File: src/rtl/rot_pkg.sv
// Shared definitions for the rotary step tracker: FSM encoding, direction
// and drop-counter constants. Used by rot_step_tracker and its LED decoder.
package rot_pkg;

  typedef enum logic [1:0] {
    StIdle = 2'd0,
    StStep = 2'd1,
    StLock = 2'd2
  } state_e;

  localparam logic       DIR_INC  = 1'b1;
  localparam logic       DIR_DEC  = 1'b0;
  localparam logic [7:0] DROP_MAX = 8'd255;

endpackage

File: src/rtl/rot_led_decode.sv
// One-hot LED bar decoder: turns the low position bits into a single lit LED.
// Purely combinational; exactly one output bit is always set.
module rot_led_decode #(
  parameter int unsigned LED_W = 8,
  parameter int unsigned IDX_W = 3
) (
  input  logic [IDX_W-1:0] idx_i,
  output logic [LED_W-1:0] led_o
);

  // Light the LED whose index matches the position bits.
  always_comb begin
    led_o = '0;
    for (int i = 0; i < LED_W; i++) begin
      led_o[i] = (idx_i == IDX_W'(i));
    end
  end

endmodule

File: src/rtl/rot_step_tracker.sv
// Rotary detent tracker: edge-detects the upstream step level, accepts one
// step per lockout window, keeps a position counter and counts dropped steps.
// Build option: define ROT_WRAP_EN to make position wrap modulo 2^POS_W;
// otherwise it saturates at 0 and at max.
module rot_step_tracker
  import rot_pkg::*;
#(
  parameter int unsigned POS_W   = 8,
  parameter int unsigned LED_W   = 8,
  parameter int unsigned LOCKOUT = 16
) (
  input  logic             clk,
  input  logic             rst,
  input  logic             rotation_event,
  input  logic             rotation_direction,
  output logic [POS_W-1:0] position,
  output logic [LED_W-1:0] led,
  output logic             step_pulse,
  output logic             step_dir,
  output logic             at_limit,
  output logic [7:0]       dropped_cnt
);

  localparam int unsigned CNT_W     = (LOCKOUT > 1) ? $clog2(LOCKOUT) : 1;
  localparam int unsigned LOCK_LOAD = (LOCKOUT > 0) ? LOCKOUT - 1 : 0;
  localparam int unsigned IDX_W     = (LED_W > 1) ? $clog2(LED_W) : 1;
  localparam logic [POS_W-1:0] PosMax = '1;

  state_e           state_q, state_d;
  logic             event_q;
  logic             arm_q, arm_d;
  logic             dir_q, dir_d;
  logic             step_dir_q, step_dir_d;
  logic             pulse_q, pulse_d;
  logic [POS_W-1:0] position_q, position_d, pos_step;
  logic [CNT_W-1:0] cnt_q, cnt_d;
  logic [7:0]       drop_q, drop_d;
  logic             rise;

  // arm_q blocks an event that was already high when reset released: it must
  // be seen low once before any rising edge counts.
  assign rise = rotation_event & ~event_q & arm_q;

  // Position after one step in direction dir_q.
  always_comb begin
`ifdef ROT_WRAP_EN
    pos_step = (dir_q == DIR_INC) ? position_q + POS_W'(1) : position_q - POS_W'(1);
`else
    if (dir_q == DIR_INC) begin
      pos_step = (position_q == PosMax) ? position_q : position_q + POS_W'(1);
    end else begin
      pos_step = (position_q == '0) ? position_q : position_q - POS_W'(1);
    end
`endif
  end

  // Next-state logic for the step FSM, lockout counter and drop counter.
  always_comb begin
    state_d    = state_q;
    dir_d      = dir_q;
    position_d = position_q;
    cnt_d      = cnt_q;
    pulse_d    = 1'b0;
    step_dir_d = step_dir_q;
    drop_d     = drop_q;
    arm_d      = arm_q | ~rotation_event;

    unique case (state_q)
      StIdle: begin
        if (rise) begin
          dir_d   = rotation_direction;
          state_d = StStep;
        end
      end
      StStep: begin
        position_d = pos_step;
        pulse_d    = 1'b1;
        step_dir_d = dir_q;
        cnt_d      = CNT_W'(LOCK_LOAD);
        state_d    = (LOCKOUT == 0) ? StIdle : StLock;
      end
      StLock: begin
        if (cnt_q == '0) begin
          state_d = StIdle;
        end else begin
          cnt_d = cnt_q - CNT_W'(1);
        end
      end
      default: state_d = StIdle;
    endcase

    if (rise && (state_q != StIdle) && (drop_q != DROP_MAX)) begin
      drop_d = drop_q + 8'd1;
    end
  end

  // State registers; asynchronous reset discards any pending step.
  always_ff @(posedge clk or posedge rst) begin
    if (rst) begin
      state_q    <= StIdle;
      event_q    <= 1'b0;
      arm_q      <= 1'b0;
      dir_q      <= DIR_DEC;
      step_dir_q <= DIR_DEC;
      pulse_q    <= 1'b0;
      position_q <= '0;
      cnt_q      <= '0;
      drop_q     <= '0;
    end else begin
      state_q    <= state_d;
      event_q    <= rotation_event;
      arm_q      <= arm_d;
      dir_q      <= dir_d;
      step_dir_q <= step_dir_d;
      pulse_q    <= pulse_d;
      position_q <= position_d;
      cnt_q      <= cnt_d;
      drop_q     <= drop_d;
    end
  end

  logic [IDX_W-1:0] led_idx;
  assign led_idx = (LED_W > 1) ? position_q[IDX_W-1:0] : '0;

  rot_led_decode #(
    .LED_W (LED_W),
    .IDX_W (IDX_W)
  ) u_led_decode (
    .idx_i (led_idx),
    .led_o (led)
  );

  assign position    = position_q;
  assign step_pulse  = pulse_q;
  assign step_dir    = step_dir_q;
  assign dropped_cnt = drop_q;
  assign at_limit    = (position_q == '0) || (position_q == PosMax);

endmodule

File: config.mk
export PLATFORM = sky130hd
export DESIGN_NAME = rot_step_tracker
export DESIGN_NICKNAME = d
export VERILOG_FILES = /design/src/rtl/rot_pkg.sv /design/src/rtl/rot_led_decode.sv /design/src/rtl/rot_step_tracker.sv
export SDC_FILE = /design/constraint.sdc
export NUM_CORES = 1
export LEC_CHECK = 0
export CAP_MARGIN = 40
export CORE_MARGIN = 4
export CORE_UTILIZATION = 35
export DETAILED_ROUTE_END_ITERATION = 16
export GPL_ROUTABILITY_DRIVEN = 0
export GPL_TIMING_DRIVEN = 0
export MAX_ROUTING_LAYER = met4
export PLACE_DENSITY = 0.6
export SLEW_MARGIN = 25
export SYNTH_ARGS = -nofsm -noshare
export SYNTH_HDL_FRONTEND = slang
export SYNTH_HIERARCHICAL = 1
export SYNTH_SLANG_ARGS = --single-unit
File: constraint.sdc
create_clock -name clk -period 2.9 [get_ports clk]
set_input_delay 0.87 -clock clk [delete_from_list [all_inputs] [get_ports clk]]
set_output_delay 0.87 -clock clk [all_outputs]
set_load 0.02 [all_outputs]
# [Yosys cells after proc, flatten, opt, wreduce, memory -nomap -nowiden]
# Index checks and enable logic that the tools add are counted.
[totals] out_inout_bits=27 reg_bits=27 inputBits=4
[classes] add_sub_neg=4 eq_ne=16 bitwise=5 n_reduce_logical=13 muxes=9
[ops] operator="2-to-1 mux 8 bit" n=3
[ops] operator="adder 8 x 1 -> 8 bit, second input constant" n=2
[ops] operator="== test 3 bit, second input constant" n=4
[ops] operator="!= test 2 bit, second input constant" n=5
[ops] operator="== test 8 bit, second input constant" n=1
[ops] operator="logical NOT 8 bit" n=1
[ops] operator="!= test 8 bit, second input constant" n=1
[ops] operator="case mux 4 bit (2 select lines)" n=1
[ops] operator="subtractor 8 x 1 -> 8 bit, second input constant" n=1
[ops] operator="== test 3 x 2 -> 1 bit, second input constant" n=2
[ops] operator="case mux 2 bit (3 select lines)" n=1
[ops] operator="AND reduction 2 bit" n=3
[ops] operator="logical NOT 4 bit" n=1
[ops] operator="2-to-1 mux 2 bit" n=2
[ops] operator="2-to-1 mux 4 bit" n=1
[ops] operator="nonzero test 2 bit" n=2
[ops] operator="subtractor 4 x 1 -> 4 bit, second input constant" n=1
[ops] operator="== test 3 x 1 -> 1 bit, second input constant" n=1
[ops] operator="logical NOT 3 bit" n=1
[ops] operator="AND reduction 3 bit" n=1
[ops] operator="bitwise AND 1 bit" n=2
[ops] operator="== test 2 x 1 -> 1 bit, second input constant" n=1
[ops] operator="== test 2 bit, second input constant" n=1
[ops] operator="logical AND 1 bit" n=2
[ops] operator="5 further kinds" n=6

# [Longest topological paths before layout]
# Gate-level depths: netlist (run 1).
[logic_depth] ltp_word=5 depth_mapped=7 depth_no_buf=7

# [Cells and area by module]
# Netlist (run 1), hierarchy kept.
[by_module_without_submodules] mod="rot_step_tracker" area_each_um2=1476.4 seq_area_each_um2=675.6 n_inst=1 cells_each=133
[by_module_without_submodules] mod="rot_led_decode" area_each_um2=65.1 seq_area_each_um2=0.0 n_inst=1 cells_each=8

# [Least setup slack after synthesis (run 1)]
# No wires, ideal clock.
[synth_path] kind="reg-to-output" start="register position_q[0], in the netlist position[0]" end="output port led[1]" n_path_buf=0 required_ns=2.030 arrival_time_ns=1.240 stages_incl_launch_ff=2 path_slack_ns=0.790 path_cell_list="dfrtp_1 -> nor3b_1"
[synth_between] elab_chain_cells=1
[synth_rtl] item="from (decl)" line_no="rot_step_tracker.sv:35" source="logic [POS_W-1:0] position_q, position_d, pos_step;"
[synth_rtl] item="from (signal assigned)" line_no="rot_step_tracker.sv:116" source="position_q <= position_d;"
[synth_rtl] item="== test 3 x 1 -> 1 bit" line_no="rot_led_decode.sv:15" source="led_o[i] = (idx_i == IDX_W'(i));"
[synth_rtl] item="to (decl)" line_no="rot_step_tracker.sv:17" source="output logic [LED_W-1:0] led,"
# No other way between the ends.

# [Final worst setup path (run 1)]
[layout_path] start="register position_q[0], in the netlist position[0]" end="output port led[4]"
[layout_between] elab_chain_cells=1
[layout_rtl] item="== test 3 bit" line_no="rot_led_decode.sv:15"
# No other way between the ends.

==> flow_summary.ini, run 1 <==
[status]
outcome = finished, final reports clean

[job]
drv_cap = 0

[critical_path]
cp-end-kind = primary output
rr_worst_depth = 7
crit_fanout = 15
crit_required_ns = 2.03
timing.rr.start = dir_q$_DFFE_PP0P_
crit_type = reg -> out
critical_path_arrival_ns = 1.65
ff2ff_setup_slack_ns = 0.74
start_kind = flop
r2r-end = position[7]$_DFFE_PP0P_

[clock_network]
postCtsResizedCells = 0
clock-root-buffer = clkbuf_8
cts.sinks = 27
cts_buffer_depth = 2
cts_made_buffers = 3
htree_levels = 1
tritoncts = done
path_clk_slew_ns = 0.08
cts_hold_buf = 0
post_cts_buffers = 0
clock_latency_ns = 0.26

[place]
dp_slack_ns = 0.310
dp_hpwl_um = 2280
port_buffers = 30

[timing]
hold_viol = 0
slew_headroom_pct = 66.0
tightest_slew_ns = 0.509
min_period_ns = 2.52
fin_ws_ns = 0.377
rsz0062_at_grt = false
slew_violations = 0
layout_worst_path_cycle_share_pct = 87.0
clock.fmax_mhz = 396
setup_violations = 0
setup_tns_ns = 0
skew_ns = 0.00234

[synth]
synth_common_cells = dfrtp_1, nand2_1
yosysSeqAreaShare_pct = 43.8
ys_ff_latch = 27
syn_area_um2 = 1540
synth_top_area_share_pct = 43.8
synthDistinctLibCells = 37
syn_avg_cell_area_um2 = 10.9
yosysWarnings = 6
yosysMostFrequentCell = dfrtp_1
yosysTopAreaCell = dfrtp_1
synth_edf_count = 0
synth_area_leaders = dfrtp_1, ha_1, mux2_4
synthArstFlopShare_pct = 100
netlist_instances = 141
synthesis.nets = 154
synth_top_flop_cell = dfrtp_1

[power]
p_leak_uw = 0.000850
power_density_nw_per_um2 = 1180
peakVddDrop_uv = 385

[cells_and_area]
num_antenna_cells = 0
drive_gt1_share_pct = 15.9
fin_nets = 190
final_core_util_pct = 47.9
nFillCells = 391
syn2layout_area_growth_pct = 27.8

[routing]
wire_per_inst_um = 13.2
viasPerCell = 4.98
drtIter0Drc = 33
drtPass1Iterations = 4
routed_wl_um = 2990
dr_total_vias = 1125
final_antenna_net_count = 0
drcViolationCount = 0

[die]
fp.coreArea_um2 = 4120
start_util_pct = 37.5
dieWidth_um = 74.4
die_y_um = 74.4
placementRows = 23
ios = 31
dieArea_um2 = 5530

[grt]
grt_pass1_vias = 1209
grt_usage_pct = 12.9
antenna_found_initial = 0
grt_max_degree = 20
overflow = 0
grt_first_pass_wirelength_um = 5440

[worst_hold_path]
hold_class = reg -> reg
hold_end = step_dir$_DFFE_PP0P_
holdPathStages = 2
hold_start = step_dir$_DFFE_PP0P_
[through the flow]
step	total power [µW]	instances	hold WS, ns	instance area [µm²]
2_1_floorplan	1670	141	0.462	1540
3_3_place_gp	2090	221	0.465	1900
3_5_place_dp	2140	222	0.481	1920
4_1_cts	2350	226	0.499	1960
5_1_grt	2530	226	0.518	1970
6_report	2330	226	0.489	1970
[final cells by class]
cell class                      instances  area (µm²)  share of cell area, %
Tap cell                               50        62.6                   3.17
Multi-Input combinational cell        107         838                   42.5
Buffer                                  1        5.00                  0.254
Inverter                                6        22.5                   1.14
Timing Repair Buffer                   31         318                   16.1
Clock buffer                            4        45.0                   2.29
Sequential cell                        27         679                   34.5
[layout by cell type (no fill, tap or decap), types with 2 or more instances in the layout]
master	instances
nor3b_1	3
clkdlybuf4s50_1	29
nor3_1	4
xor2_1	8
nand4_1	4
a21oi_1	8
inv_1	6
o21ai_0	4
nand2b_1	3
mux2_4	6
dfrtp_1	24
dfrtp_2	3
nor4_1	2
nand3_1	5
xnor2_1	8
and3b_2	3
nor2_1	8
nand2_1	14
clkbuf_8	3
ha_1	8
[routing by layer]
| metal | track usage, % | part of all wire (%) | up-vias |
|---|---|---|---|
| met3 | 3.11 | 2.3 | 4 |
| met1 | 15.1 | 46 | 539 |
| met4 | 4.94 | 1.8 | 0 |
| met2 | 21.4 | 50 | 16 |
| li1 | - | - | 566 |
| met5 | - | 0 | - |
[power by group]
part | switching, µW | internal, µW
clock network | 106 | 98.1
registers | 217 | 519
logic | 681 | 712
[flip-flops by register name, summed over array words and instances, names as in the netlist]
name	count
dir_q	1
dropped_cnt	8
position	8
state_q	2
step_pulse	1
step_dir	1
cnt_q	4
arm_q	1
event_q	1
[worst max path at each step]
stage | startpoint | endpoint | depth (start not counted)
2_1_floorplan | position[0]$_DFFE_PP0P_ | led[1] | 1
3_3_place_gp | position[2]$_DFFE_PP0P_ | at_limit | 4
3_5_place_dp | position[0]$_DFFE_PP0P_ | at_limit | 4
4_1_cts | position[0]$_DFFE_PP0P_ | at_limit | 4
5_1_grt | position[0]$_DFFE_PP0P_ | led[1] | 2
6_report | position[0]$_DFFE_PP0P_ | led[4] | 2
[cell families after synthesis]
| family | Yosys count | share of synthesized area [%] |
|---|---|---|
| adders and majority gates | 9 | 7.79 |
| buffers and inverters | 7 | 1.79 |
| AOI/OAI and AO/OA | 18 | 8.36 |
| and+or+nand+nor | 56 | 21.9 |
| muxes | 8 | 7.22 |
| DFF | 27 | 43.8 |
| xor gates and xnor gates | 16 | 9.09 |
[worst max-delay path, stage by stage (launching register included)]
cell,delay [ns]
dfrtp_2,0.52
nor3b_1,0.23
clkdlybuf4s50_1,0.64
Note: power is estimated with default switching activity, not from simulation.
==> run 2: changes to the inputs <==
Settings changed: CORE_UTILIZATION 35 to 55, PLACE_DENSITY 0.6 to 0.87, SLEW_MARGIN 25 to 20.
==> run 2 against run 1 <==
Sequential share of layout area grew 0.20 points. Setup slack lost 0.13 ns. Die area shrank 33%. Highest routed layer unchanged. Critical path type unchanged. First-iteration DRC count grew 100%. Core utilization grew 28 points. Maximum frequency shrank 5.1%. Design area shrank 0.57%. Power grew 1.2%. Via count grew 5.2%.
==> flow_summary.ini, run 2 (synthesis results as in run 1) <==
[status]
outcome = finished, final reports clean

[cells_and_area]
stdcell_area_um2 = 1960
fin_nets = 193
final_common_cell = clkdlybuf4s50_1
final_cell_mix = clkdlybuf4s50_1, dfrtp_1, nand2_1
syn2layout_area_growth_pct = 27.1
final_core_util_pct = 76.3
drive_gt1_share_pct = 18.4
nFillCells = 185
num_antenna_cells = 0

[power]
power_frac_comb_pct = 61.8
seqPwrFrac_pct = 31.0
power.share.clock_pct = 7.2
peakVddDrop_uv = 976
p_leak_uw = 0.000856
switchingPower_uw = 1050
power_density_nw_per_um2 = 1210
total_power_uw = 2360
power.internal_uw = 1310
switching_share_pct = 44.4

[routing]
drtIter0Drc = 67
final_antenna_net_count = 0
drcViolationCount = 0
drtPass1Iterations = 8
wire_per_inst_um = 15.3
viasPerCell = 5.66
routed_wl_um = 3190
dr_total_vias = 1183

[critical_path]
crit_fanout = 8
critical_path_arrival_ns = 1.79
crit_required_ns = 2.03
cp-end-kind = primary output
start_kind = flop
crit_type = reg -> out

[die]
fp.coreArea_um2 = 2570
placementRows = 18
dieWidth_um = 60.9
die_y_um = 60.9
start_util_pct = 60.0
ios = 31
dieArea_um2 = 3710

[place]
dp_hpwl_um = 2420
dp_slack_ns = 0.312
port_buffers = 30
place_area_um2 = 1890

[clock_network]
clock-root-buffer = clkbuf_4
clock_latency_ns = 0.32
cts_made_buffers = 3
path_clk_slew_ns = 0.15
cts_buffer_depth = 2
tritoncts = done
cts.sinks = 27
htree_levels = 1

[timing]
fin_ws_ns = 0.242
skew_ns = 0.00194
clock.fmax_mhz = 376
slew_violations = 0
min_period_ns = 2.66
layout_worst_path_cycle_share_pct = 91.7
tightest_slew_ns = 0.519
slew_headroom_pct = 65.3
hold_viol = 0
setup_violations = 0
setup_tns_ns = 0
rsz0062_at_grt = false

[grt]
overflow = 0
grt_first_pass_wirelength_um = 5510
grt_usage_pct = 20.0
antenna_found_initial = 0
grt_pass1_vias = 1218
grt_max_degree = 19

[worst_hold_path]
hold_class = reg -> reg

[job]
drv_cap = 0
## run 2: changes by cell type in the layout (fill, tap and decap cells not counted), sizes merged
cell / delta
clkbuf: -1
clkinvlp: +1
buf: +3
## run 2: timing repair
action	4_1_cts	5_1_grt
buffers inserted	0	3
gates resized for setup	1	4
endpoints found under the hold margin	0	0
hold buffers	0	0
endpoints found under the setup margin	1	1
## run 2: path summary, 6_finish.rpt
path                                                 to  slack (ns)               startpoint  cells past startpoint
worst min register to register     cnt_q[0]$_DFFE_PP0P_        0.51     cnt_q[0]$_DFFE_PP0P_                      1
min in group asynchronous             event_q$_DFF_PP0_        0.80                      rst                      2
worst max register to register  position[7]$_DFFE_PP0P_        0.69        dir_q$_DFFE_PP0P_                      7
worst min-delay path               cnt_q[0]$_DFFE_PP0P_        0.51     cnt_q[0]$_DFFE_PP0P_                      1
worst max-delay path                             led[4]        0.24  position[0]$_DFFE_PP0P_                      3
max in group asynchronous       position[1]$_DFFE_PP0P_        1.63                      rst                      3
## run 2: power by group through the flow
stage	clock [µW]	sequential [µW]	combinational, µW
5_1_grt	180	761	1610
3_3_place_gp	0	723	1340
6_report	170	731	1460
2_1_floorplan	0	809	857
4_1_cts	173	733	1420
3_5_place_dp	0	738	1410
## run 2: final cells by class
| cell class | instances | area, µm² | area share, % |
|---|---|---|---|
| multi-input combinational | 107 | 845 | 43.1 |
| sequential | 27 | 679 | 34.7 |
| timing repair buffer | 34 | 340 | 17.4 |
| tap | 30 | 37.5 | 1.92 |
| clock buffer | 3 | 22.5 | 1.15 |
| inverter | 6 | 22.5 | 1.15 |
| clock inverter | 1 | 7.51 | 0.383 |
| buffer | 1 | 5.00 | 0.255 |
## run 2: layer usage
layer	vias up	global-route usage, %	share of wire (%)	wire length [µm]
li1	573	-	-	-
met1	586	26.3	43	1380
met2	22	33.7	54	1710
met3	2	1.49	2.2	71
met4	0	4.95	0.91	29
met5	-	-	0	0
## run 2: worst max-delay path, cell delays in order, from the launching register on
cell	delay, ns
dfrtp_2	0.49
buf_4	0.18
nor3b_1	0.17
clkdlybuf4s50_1	0.63
## run 2: through the flow
step | hold WS (ns) | std cells
finish | 0.505 | 209
global route | 0.523 | 209
CTS | 0.509 | 206
detailed placement | 0.489 | 202
global placement | 0.464 | 201
floorplan | 0.462 | 141
